`config.mk`:
```
export PLATFORM = sky130hd
export DESIGN_NAME = md_window_accumulator
export DESIGN_NICKNAME = d
export VERILOG_FILES = /design/src/rtl/md_window_accumulator.sv
export SDC_FILE = /design/constraint.sdc
export NUM_CORES = 1
export LEC_CHECK = 0
export BUFFER_PORTS_ARGS = -buffer_cell sky130_fd_sc_hd__buf_2
export CAP_MARGIN = 20
export CORE_MARGIN = 2
export CORE_UTILIZATION = 51
export CTS_CLUSTER_SIZE = 8
export DETAILED_ROUTE_END_ITERATION = 6
export HOLD_SLACK_MARGIN = 0.02
export PLACE_DENSITY_LB_ADDON = 0.08
export SETUP_SLACK_MARGIN = 0.15
export SLEW_MARGIN = 20
export SYNTH_ARGS = -nofsm -noshare
export SYNTH_HDL_FRONTEND = slang
export SYNTH_SLANG_ARGS = --single-unit
```
`constraint.sdc`:
```
create_clock -name clk -period 1.9 [get_ports clk]
set_input_delay 0.095 -clock clk [delete_from_list [all_inputs] [get_ports clk]]
set_output_delay 0.095 -clock clk [all_outputs]
set_load 0.02 [all_outputs]
```
`src/rtl/md_window_accumulator.sv`:
```
// Sums WIN valid 2-bit samples per window and presents each window sum
// on a registered valid/ready output with sticky drop detection.
module md_window_accumulator #(
  parameter int WIN   = 4,
  parameter int SUM_W = 4,
  parameter int CNT_W = 8
) (
  input  logic             clk,
  input  logic             rst,
  input  logic             IN_VALID,
  input  logic [1:0]       IN_E,
  input  logic             IN_READY,
  output logic             OUT_VALID,
  output logic [SUM_W-1:0] OUT_SUM,
  output logic             OUT_OVERFLOW,
  output logic [CNT_W-1:0] OUT_WIN_CNT
);

  localparam int PW = (WIN > 2) ? $clog2(WIN) : 1;

  localparam logic ST_EMPTY = 1'b0;
  localparam logic ST_FULL  = 1'b1;

  logic             state;
  logic [SUM_W-1:0] acc;
  logic [PW-1:0]    cnt;
  logic [SUM_W-1:0] sum_nxt;
  logic             done;

  assign sum_nxt = acc + SUM_W'(IN_E);
  assign done    = IN_VALID && (cnt == PW'(WIN - 1));

  assign OUT_VALID = (state == ST_FULL);

  always_ff @(posedge clk) begin
    if (rst) begin
      acc          <= '0;
      cnt          <= '0;
      state        <= ST_EMPTY;
      OUT_SUM      <= '0;
      OUT_OVERFLOW <= 1'b0;
      OUT_WIN_CNT  <= '0;
    end else begin
      if (done) begin
        acc <= '0;
        cnt <= '0;
      end else if (IN_VALID) begin
        acc <= sum_nxt;
        cnt <= cnt + PW'(1);
      end

      case (state)
        ST_EMPTY: begin
          if (done) begin
            OUT_SUM <= sum_nxt;
            state   <= ST_FULL;
          end
        end
        default: begin
          // a completion while stalled has nowhere to go and is dropped
          if (IN_READY) begin
            OUT_WIN_CNT <= OUT_WIN_CNT + CNT_W'(1);
            if (done) OUT_SUM <= sum_nxt;
            else      state   <= ST_EMPTY;
          end else if (done) begin
            OUT_OVERFLOW <= 1'b1;
          end
        end
      endcase
    end
  end

endmodule
```
==> Yosys cells after proc, flatten, opt, wreduce, memory -nomap -nowiden <==
Cells that the tools add are included.
Widths: inputs -> output; s select.
{ "word_totals": {"register_bits": 20, "input_bits": 6, "out_inout_bits": 14, "word_cells": 22} }
{ "classes": {"n_addsub": 3, "eq_ne": 2, "muxes": 6, "bitwise_logic": 1, "reduce_logical": 4} }
{ "op_table": {"columns": ["cell", "count"], "rows": [
  ["$mux 4", 3],
  ["$add 8x1->8 const B", 1],
  ["$add 4x2->4", 1],
  ["$mux 1", 3],
  ["$reduce_and 3->1", 1],
  ["$add 2x1->2 const B", 1],
  ["$eq 2x2->1 const B", 1],
  ["$ne 2x2->1 const B", 1],
  ["$reduce_and 2->1", 1],
  ["$reduce_or 2->1", 1],
  ["$logic_and 1x1->1", 1],
  ["$not 1->1", 1]
]} }

==> Logic depth before layout (Yosys ltp) <==
Gate-level depths: netlist (run 1).
{ "logic_depth": {"ltp_word": 5, "mapped_depth": 5, "depth_no_buf": 5} }

==> Least setup slack after synthesis (run 1) <==
Ideal clock, no wire load.
{ "synth_timing": {"path_kind": "reg-to-reg", "startpoint": "register OUT_WIN_CNT[0]", "endpoint": "register OUT_WIN_CNT[6]", "setup_time_ns": 0.070, "t_arrival_ns": 1.321, "required_time_ns": 1.830, "path_slack_ns": 0.509, "stages_incl_launch_ff": 5, "n_path_buf": 0, "period_less_slack_ns": 1.391, "path_cell_list": "dfxtp_1 ha_1 nand3_1 or3_2 a21oi_1"} }
{ "synth_via": {"elab_chain_len": 1} }
{ "synth_lines": {"columns": ["element", "line_no", "rtl"], "rows": [
  ["start, declared", "16", "output logic [CNT_W-1:0] OUT_WIN_CNT"],
  ["start signal, assigned", "62", "OUT_WIN_CNT <= OUT_WIN_CNT + CNT_W'(1);"],
  ["$add 8x1->8", "62", null]
]} }
No other way between the ends.
A chain may end at the register's enable or synchronous reset.

==> Worst setup path in the final report (run 1) <==
{ "layout_timing": {"startpoint": "register acc[0]", "endpoint": "register OUT_SUM[2]"} }
{ "layout_via": {"elab_chain_len": 4} }
{ "layout_lines": {"columns": ["element", "line_no", "rtl"], "rows": [
  ["start, declared", "25", "logic [SUM_W-1:0] acc;"],
  ["start signal, assigned", "48", "acc <= sum_nxt;"],
  ["$add 4x2->4 (*)", "30", "assign sum_nxt = acc + SUM_W'(IN_E);"],
  ["$mux 4 (*)", "54, 63", null],
  ["$mux 4", "61", "if (IN_READY) begin"],
  ["$mux 4 (*)", "52", "case (state)"],
  ["end signal, assigned", "55", "OUT_SUM <= sum_nxt;"],
  ["end signal, assigned", "63", "if (done) OUT_SUM <= sum_nxt;"],
  ["end, declared", "14", "output logic [SUM_W-1:0] OUT_SUM,"]
]} }
Mark *: on every way between the ends. The rest lies on a longest branch, timed or not. The select of a mux whose other input is x is not followed.

==> results of run 1 <==
path summary, 6_finish.rpt:
path	start	endpoint	slack (ns)	cells past startpoint
worst max-delay path	acc[0]	OUT_SUM[2]	0.48	4
worst min-delay path	IN_READY	OUT_WIN_CNT[1]	0.08	3
worst max register to register	acc[0]	OUT_SUM[2]	0.48	4
worst min register to register	cnt[1]	cnt[1]	0.48	2
area by class of cell:
type	instances	area [µm²]	share of cell area, %
timing repair buffer	19	95.1	9.00
clock buffer	3	22.5	2.13
clock inverter	1	30.0	2.84
multi-input combinational	74	472	44.7
sequential	20	400	37.9
tap	17	21.3	2.01
inverter	4	15.0	1.42
power groups by stage:
stage	logic, mW	clock network, mW	registers [mW]
after global placement	0.0616	0	0.445
after global routing	0.0733	0.376	0.438
after floorplan	0.0437	0	0.446
after detailed placement	0.0627	0	0.446
after CTS	0.0635	0.359	0.436
final	0.0639	0.351	0.436
routing by layer:
metal | track usage (%) | routed length [µm]
met1 | 30.1 | 932
met2 | 22.8 | 751
met3 | 2.75 | 67
met4 | 8.57 | 8
met5 | 0 | 0
critical path: stages, from the launching register on:
cell      delay [ns]
dfxtp_1         0.33
ha_1            0.21
fa_1            0.42
xnor2_1         0.15
a211oi_1        0.23
through the flow:
step | setup WS, ns | total power [mW] | hold WS, ns | util [%]
final | 0.483 | 0.851 | 0.0766 | 62.5
after detailed placement | 0.502 | 0.508 | 0.415 | 59.4
after global placement | 0.530 | 0.507 | 0.414 | 59.4
after floorplan | 0.509 | 0.489 | 0.197 | -
after CTS | 0.484 | 0.859 | 0.0734 | 62.5
after global routing | 0.402 | 0.887 | 0.0858 | 62.5
state kept, by name, summed over array words and instances (netlist names):
| signal | count |
|---|---|
| OUT_VALID | 1 |
| OUT_WIN_CNT | 8 |
| OUT_OVERFLOW | 1 |
| acc | 4 |
| OUT_SUM | 4 |
| cnt | 2 |
placed cells by master, fill, tap and decap left out, drive strengths merged:
cell type	n
a211oi	2
a21o	1
a21oi	14
a31oi	3
a32oi	1
and2b	1
buf	19
bufinv	1
clkbuf	3
dfxtp	20
fa	1
ha	4
inv	4
nand2	8
nand3	5
nand3b	3
nand4	4
nor2	6
nor2b	1
nor3b	1
nor4bb	1
o21ai	7
o31ai	1
o41ai	1
or2b	1
or3	4
or4	1
xnor2	2
xor2	1
logic make-up after synthesis:
family | synth area share, %
xor gates and xnor gates | 2.91
AOI/OAI and AO/OA | 19.0
adders and majority gates | 7.77
buffers and inverters | 3.33
and+or+nand+nor | 22.6
DFF | 44.4
==> results.sh, run 1 <==
export IMPL_status="complete, no violations"
export IMPL_syn_num_nets=113
export IMPL_p_seq_share_pct=51.2
export IMPL_pwr_density_cell_nw_per_um2=806
export IMPL_worst_setup_path_end_kind="flip-flop"
export IMPL_wl_um=1760
export IMPL_leakage_nw=0.445
export IMPL_worstPathRequired_ns=2.12
export IMPL_worst_pin_slew_ns=0.414
export IMPL_drc=0
export IMPL_drive_gt1_share_pct=20.7
export IMPL_ant_nets=0
export IMPL_antenna_found_initial=0
export IMPL_fin_nets=133
export IMPL_cts_resized=0
export IMPL_internal_power_uw=668
export IMPL_post_synth_top_count_cell="dfxtp_1"
export IMPL_diodes=0
export IMPL_htreeDepth=1
export IMPL_ctsHoldBuffers=0
export IMPL_clkPwrFrac_pct=41.3
export IMPL_yosysUniqueCellTypes=29
export IMPL_arrival_ns=1.63
export IMPL_max_freq_ghz=0.706
export IMPL_syn_area_um2=902
export IMPL_hold_viol=0
export IMPL_initial_core_util_pct=53.4
export IMPL_clock_skew_ns=0.00816
export IMPL_synth_edf_count=0
export IMPL_place_gp_congestion=0.760
export IMPL_netlist_top_cells_count="dfxtp_1 (20), a21oi_1 (14), nand2_1 (8)"
export IMPL_dr_pass1_iters=4
export IMPL_numClockSinks=20
export IMPL_vias=791
export IMPL_crit_fanout=3
export IMPL_peakVddDrop_mv=0.578
export IMPL_rows=15
export IMPL_netlist_instances=102
export IMPL_syn2layout_area_growth_pct=17.1
export IMPL_n_fill_cell=157
export IMPL_clkTransAtPathRegs_ns=0.12
export IMPL_min_path_type="in2reg"
export IMPL_synth_async_sr_flop_share_pct=0
export IMPL_drt_iter0_drc=20
export IMPL_postCtsSetupRepairBufs=0
export IMPL_grt_max_degree=22
export IMPL_clockBufferDepth=2
export IMPL_final_cells=138
export IMPL_slew_headroom_pct=72.4
export IMPL_max_cap_violations=0
export IMPL_synth_top_cell_by_area="dfxtp_1"
export IMPL_synth_top_cell_area_share_pct=44.4
export IMPL_cts_tree="yes"
export IMPL_tns_ns=0
export IMPL_p_comb_share_pct=7.5
export IMPL_die_h_um=46.1
export IMPL_grt_pass1_vias=634
export IMPL_clk_latency_ns=0.30
export IMPL_hpwl_um=1230
export IMPL_p_sw_uw=183
export IMPL_track_usage_pct=18.4
export IMPL_ys_seq_area_share_pct=44.4
export IMPL_dpl_cell_area_um2=1000
export IMPL_ios=20
export IMPL_overflow=0
export IMPL_synth_main_ff_cell="dfxtp_1"
export IMPL_cts_buffers=3
export IMPL_avgSynthCellArea_um2=8.84
export IMPL_setup_viol=0
export IMPL_rsz0062_at_grt="no"
export IMPL_dieArea_um2=2120
export IMPL_place_inst=134
export IMPL_port_buffers=19
export IMPL_maxSlewViolCount=0
export IMPL_wire_per_inst_um=12.7
export IMPL_grt_pass1_wl_um=2860
export IMPL_swShare_pct=21.5
export IMPL_yosys_top_cells_area="dfxtp_1 (44%), a21oi_1 (7.8%), ha_1 (5.5%)"
export IMPL_core_um2=1690
export IMPL_period_share_pct=74.6
export IMPL_fin_crit_ns=1.42
export IMPL_ys_warn_count=0
export IMPL_cts_root_buffer="clkbuf_4"
export IMPL_synth_seq_cells=20
export IMPL_die_w_um=46.1
export IMPL_final_area_um2=1060
export IMPL_vias_per_cell=5.73
export IMPL_start_kind="flip-flop"
export IMPL_crit_type="reg2reg"
Power figures use the tool's default switching activity.
==> inputs of run 2 (changes only) <==
==> constraint.sdc (replaced) <==
create_clock -name clk -period 1.4 [get_ports clk]
set_input_delay 0.07 -clock clk [delete_from_list [all_inputs] [get_ports clk]]
set_output_delay 0.07 -clock clk [all_outputs]
set_load 0.02 [all_outputs]
==> run 2 against run 1 <==
Cell count grew 4.3%. Flip-flop and latch count stayed put. Register-to-register slack lost 0.42 ns. Global-route usage is 1.3 points higher. Hold slack got worse by 0.011 ns. Critical path depth grew 1. Core utilization increased by 6.3 points. Sequential share of layout area is 1.4 points lower. Clock power decreased by 3%. Sequential power increased by 34%. Non-clock buffer count rose by 6. Total power is 21% higher. Largest cell class unchanged.
==> results.sh, run 2 (synthesized netlist as in run 1, its figures left out) <==
export IMPL_worstRegToRegCells=5
export IMPL_htreeDepth=1
export IMPL_path_delay_family="adder cells"
export IMPL_crit_type="reg2reg"
export IMPL_power_mw=1.03
export IMPL_pwr_density_cell_nw_per_um2=888
export IMPL_grt_pass1_vias=698
export IMPL_mostFrequentLayoutCell="buf_2"
export IMPL_cts_buffers=3
export IMPL_diodes=0
export IMPL_tns_ns=0
export IMPL_layout_common_cells="buf_2 (19), a21oi_1 (13), dfxtp_1 (11)"
export IMPL_seq_area_um2=424
export IMPL_drt_iter0_drc=17
export IMPL_holdPathStages=3
export IMPL_ios=20
export IMPL_rsz0062_at_grt="yes"
export IMPL_peakVddDrop_mv=0.719
export IMPL_hold_viol=0
export IMPL_status="complete, no violations"
export IMPL_cp_depth=5
export IMPL_clock_skew_ns=0.00369
export IMPL_hpwl_um=1320
export IMPL_maxSlewViolCount=0
export IMPL_clk_latency_ns=0.30
export IMPL_vias=835
export IMPL_worst_pin_slew_ns=0.377
export IMPL_worst_setup_path_end_kind="flip-flop"
export IMPL_place_gp_congestion=0.805
export IMPL_largest_register="OUT_WIN_CNT"
export IMPL_worstPathRequired_ns=1.59
export IMPL_cp_slowest_cell="fa_2"
export IMPL_leakage_nw=0.471
export IMPL_max_cap_violations=0
export IMPL_vias_per_cell=5.80
export IMPL_initial_core_util_pct=53.4
export IMPL_ctsHoldBuffers=0
export IMPL_crit_fanout=3
export IMPL_largest_registers="OUT_WIN_CNT: 8 flops, OUT_SUM: 4 flops, acc: 4 flops"
export IMPL_max_stage_delay_ns=0.38
export IMPL_fin_nets=139
export IMPL_worst_slack_ns=0.0670
export IMPL_overflow=0
export IMPL_fin_crit_ns=1.33
export IMPL_crit_buf_inv=0
export IMPL_drive_gt1_share_pct=37.8
export IMPL_die_w_um=46.1
export IMPL_syn2layout_area_growth_pct=28.8
export IMPL_worst_r2r_setup_slack_ns=0.07
export IMPL_track_usage_pct=19.7
export IMPL_multi_input_area_um2=526
export IMPL_cts_tree="yes"
export IMPL_period_share_pct=95.2
export IMPL_ant_nets=0
export IMPL_antenna_found_initial=0
export IMPL_drc=0
export IMPL_port_buffers=19
export IMPL_arrival_ns=1.53
export IMPL_die_h_um=46.1
export IMPL_setup_viol=0
export IMPL_numClockSinks=20
export IMPL_path_cells="ha_4 -> fa_2 -> nor4bb_1 -> a21oi_1 -> nor2_1"
export IMPL_wire_per_inst_um=13.9
export IMPL_start_kind="flip-flop"
export IMPL_rows=15
export IMPL_cts_root_buffer="clkbuf_4"
export IMPL_slew_headroom_pct=74.9
export IMPL_n_fill_cell=131
export IMPL_clockBufferDepth=2
export IMPL_largest_register_ffs=8
export IMPL_wl_um=2000
export IMPL_grt_pass1_wl_um=2990
export IMPL_place_ws_ns=0.0876
export IMPL_min_path_type="in2reg"
export IMPL_dr_pass1_iters=4
export IMPL_grt_max_degree=22
export IMPL_clkTransAtPathRegs_ns=0.12
export IMPL_max_freq_ghz=0.750
export IMPL_core_um2=1690
export IMPL_dieArea_um2=2120
[run 2: final cells by class]
| class | count | share of cell area, % |
|---|---|---|
| Tap cell | 17 | 1.83 |
| Inverter | 4 | 1.29 |
| Timing Repair Buffer | 25 | 12.1 |
| Multi-Input combinational cell | 74 | 45.2 |
| Sequential cell | 20 | 36.5 |
| Clock buffer | 4 | 3.12 |
[run 2: worst paths after layout]
| kind | start | endpoint |
|---|---|---|
| max | acc[0] | acc[2] |
| min | IN_READY | OUT_WIN_CNT[1] |
| max reg2reg | acc[0] | acc[2] |
| min reg2reg | OUT_OVERFLOW | OUT_OVERFLOW |
[run 2: tightest hold or removal path, stage by stage]
cell and delay [ns]:
buf_2 0.14, nand3_1 0.08, a21oi_1 0.05
[run 2: layer usage]
metal / track usage (%) / wire length, µm
met1: 26.4 / 922
met2: 31.4 / 950
met3: 4.31 / 104
met4: 6.29 / 25
met5: 0 / 0
[run 2: power breakdown]
| group | switching [mW] | internal (mW) |
|---|---|---|
| combinational | 0.0564 | 0.0494 |
| clock | 0.181 | 0.159 |
| sequential | 0.0133 | 0.573 |
[run 2: per-stage QoR]
step | cells | cell area [µm²] | hold slack [ns] | util, %
after global placement | 136 | 1040 | 0.379 | 61.4
after detailed placement | 136 | 1040 | 0.380 | 61.4
final | 144 | 1160 | 0.0661 | 68.8
after global routing | 144 | 1160 | 0.0787 | 68.8
after CTS | 143 | 1130 | 0.0636 | 66.9
after floorplan | 102 | 921 | 0.172 | -
[run 2: timing repair]
item / 4_1_cts / 5_1_grt
setup endpoints to repair: 8 / 13
pin swaps: 2 / 4
buffers inserted: 3 / 1
resized for setup: 7 / 7
==> inputs of run 3 (changes only) <==
--- a/config.mk
+++ b/config.mk
@@ -7,7 +7,6 @@
 export LEC_CHECK = 0
 export BUFFER_PORTS_ARGS = -buffer_cell sky130_fd_sc_hd__buf_2
 export CAP_MARGIN = 20
-export CORE_MARGIN = 2
 export CORE_UTILIZATION = 51
 export CTS_CLUSTER_SIZE = 8
 export DETAILED_ROUTE_END_ITERATION = 6
==> run 3 against run 2 <==
Total power is 13% higher. Critical endpoint is now OUT_SUM[1]. Via count increased by 1.3%. Design area grew 0.43%. Flip-flop and latch count unchanged. Non-clock buffer count grew 2. Global-route usage is 1.9 points higher. Critical path depth shrank 1. Largest power group unchanged.
==> results.sh, run 3 (synthesized netlist as in run 1, its figures left out) <==
export IMPL_largest_register="OUT_WIN_CNT"
export IMPL_fin_nets=141
export IMPL_clkTransAtPathRegs_ns=0.12
export IMPL_overflow=0
export IMPL_path_cells="ha_4 -> fa_2 -> nand4_1 -> a21oi_1"
export IMPL_crit_fanout=2
export IMPL_layout_common_cells="buf_2 (19), a21oi_1 (13), dfxtp_1 (11)"
export IMPL_die_h_um=44.1
export IMPL_hpwl_um=1250
export IMPL_rsz0062_at_grt="yes"
export IMPL_pwr_density_cell_nw_per_um2=996
export IMPL_crit_buf_inv=0
export IMPL_initial_core_util_pct=57.2
export IMPL_final_cells=145
export IMPL_setup_viol=0
export IMPL_tns_ns=0
export IMPL_crit_type="reg2reg"
export IMPL_worst_pin_slew_ns=0.388
export IMPL_arrival_ns=1.56
export IMPL_fin_crit_ns=1.32
export IMPL_dieArea_um2=1940
export IMPL_grt_max_degree=22
export IMPL_vias=846
export IMPL_place_ws_ns=0.0881
export IMPL_drc=0
export IMPL_min_path_type="in2reg"
export IMPL_power_mw=1.16
export IMPL_status="complete, no violations"
export IMPL_leakage_nw=0.488
export IMPL_start_kind="flip-flop"
export IMPL_clock_skew_ns=0.00847
export IMPL_core_um2=1580
export IMPL_max_cap_violations=0
export IMPL_period_share_pct=94.2
export IMPL_cts_root_buffer="clkbuf_4"
export IMPL_drive_gt1_share_pct=37.2
export IMPL_worstPathRequired_ns=1.64
export IMPL_max_stage_delay_ns=0.53
export IMPL_maxSlewViolCount=0
export IMPL_rows=14
export IMPL_mostFrequentLayoutCell="buf_2"
export IMPL_clk_latency_ns=0.31
export IMPL_wire_per_inst_um=13.3
export IMPL_hold_viol=0
export IMPL_ios=20
export IMPL_place_gp_congestion=0.810
export IMPL_syn2layout_area_growth_pct=29.4
export IMPL_grt_pass1_wl_um=3100
export IMPL_track_usage_pct=21.6
export IMPL_grt_pass1_vias=726
export IMPL_die_w_um=44.1
export IMPL_largest_register_ffs=8
export IMPL_path_delay_family="adder cells"
export IMPL_dr_pass1_iters=6
export IMPL_antenna_found_initial=0
export IMPL_slew_headroom_pct=74.1
export IMPL_ctsHoldBuffers=0
export IMPL_htreeDepth=1
export IMPL_max_freq_ghz=0.759
export IMPL_cts_tree="yes"
export IMPL_largest_registers="OUT_WIN_CNT: 8 flops, OUT_SUM: 4 flops, acc: 4 flops"
export IMPL_diodes=0
export IMPL_drt_iter0_drc=18
export IMPL_worst_setup_path_end_kind="flip-flop"
export IMPL_peakVddDrop_mv=0.787
export IMPL_cts_buffers=3
export IMPL_numClockSinks=20
export IMPL_cp_slowest_cell="fa_2"
export IMPL_place_inst=135
export IMPL_clockBufferDepth=2
export IMPL_ant_nets=0
export IMPL_port_buffers=19
export IMPL_fin_util_pct=74.0
export IMPL_worst_slack_ns=0.0818
export IMPL_vias_per_cell=5.83
export IMPL_wl_um=1930
run 3: metal layers:
| metal | vias to the layer above | wire length, µm | track usage (%) |
|---|---|---|---|
| met5 | - | 0 | 0 |
| met4 | 0 | 39 | 9.09 |
| met3 | 5 | 56 | 3.67 |
| met2 | 15 | 912 | 31.8 |
| met1 | 402 | 919 | 31.3 |
| li1 | 424 | - | - |
run 3: report_power, final:
part           switching [mW]  leakage, nW  internal [mW]
clock network           0.186       0.0279          0.290
registers              0.0117        0.167          0.577
logic                  0.0545        0.293         0.0437
run 3: layout make-up:
type	instances	area [µm²]
multi-input combinational	74	505
sequential	20	419
inverter	4	15.0
fill	121	409
tap	16	20.0
clock buffer	3	22.5
timing repair buffer	27	155
clock inverter	1	30.0
run 3: worst min-delay path, cell delays in order:
cell     delay [ns]
buf_2          0.13
nand3_1        0.08
a21oi_1        0.05
run 3: worst paths after layout:
| path | start | cells past startpoint | slack [ns] | endpoint |
|---|---|---|---|---|
| min reg2reg | OUT_OVERFLOW | 2 | 0.48 | OUT_OVERFLOW |
| min | IN_READY | 3 | 0.06 | OUT_WIN_CNT[1] |
| max | acc[0] | 4 | 0.08 | OUT_SUM[1] |
| max reg2reg | acc[0] | 4 | 0.08 | OUT_SUM[1] |
run 3: repair_timing:
action	CTS	global route
cloned	0	0
resized for setup	4	4
setup buffers	2	4
setup endpoints to repair	6	10
pin swaps	2	4
run 3: stage by stage:
step / hold WS [ns] / cell area (µm²)
after floorplan: 0.172 / 921
after global placement: 0.376 / 1040
after detailed placement: 0.388 / 1040
after CTS: 0.0579 / 1120
after global routing: 0.0716 / 1170
final: 0.0589 / 1170
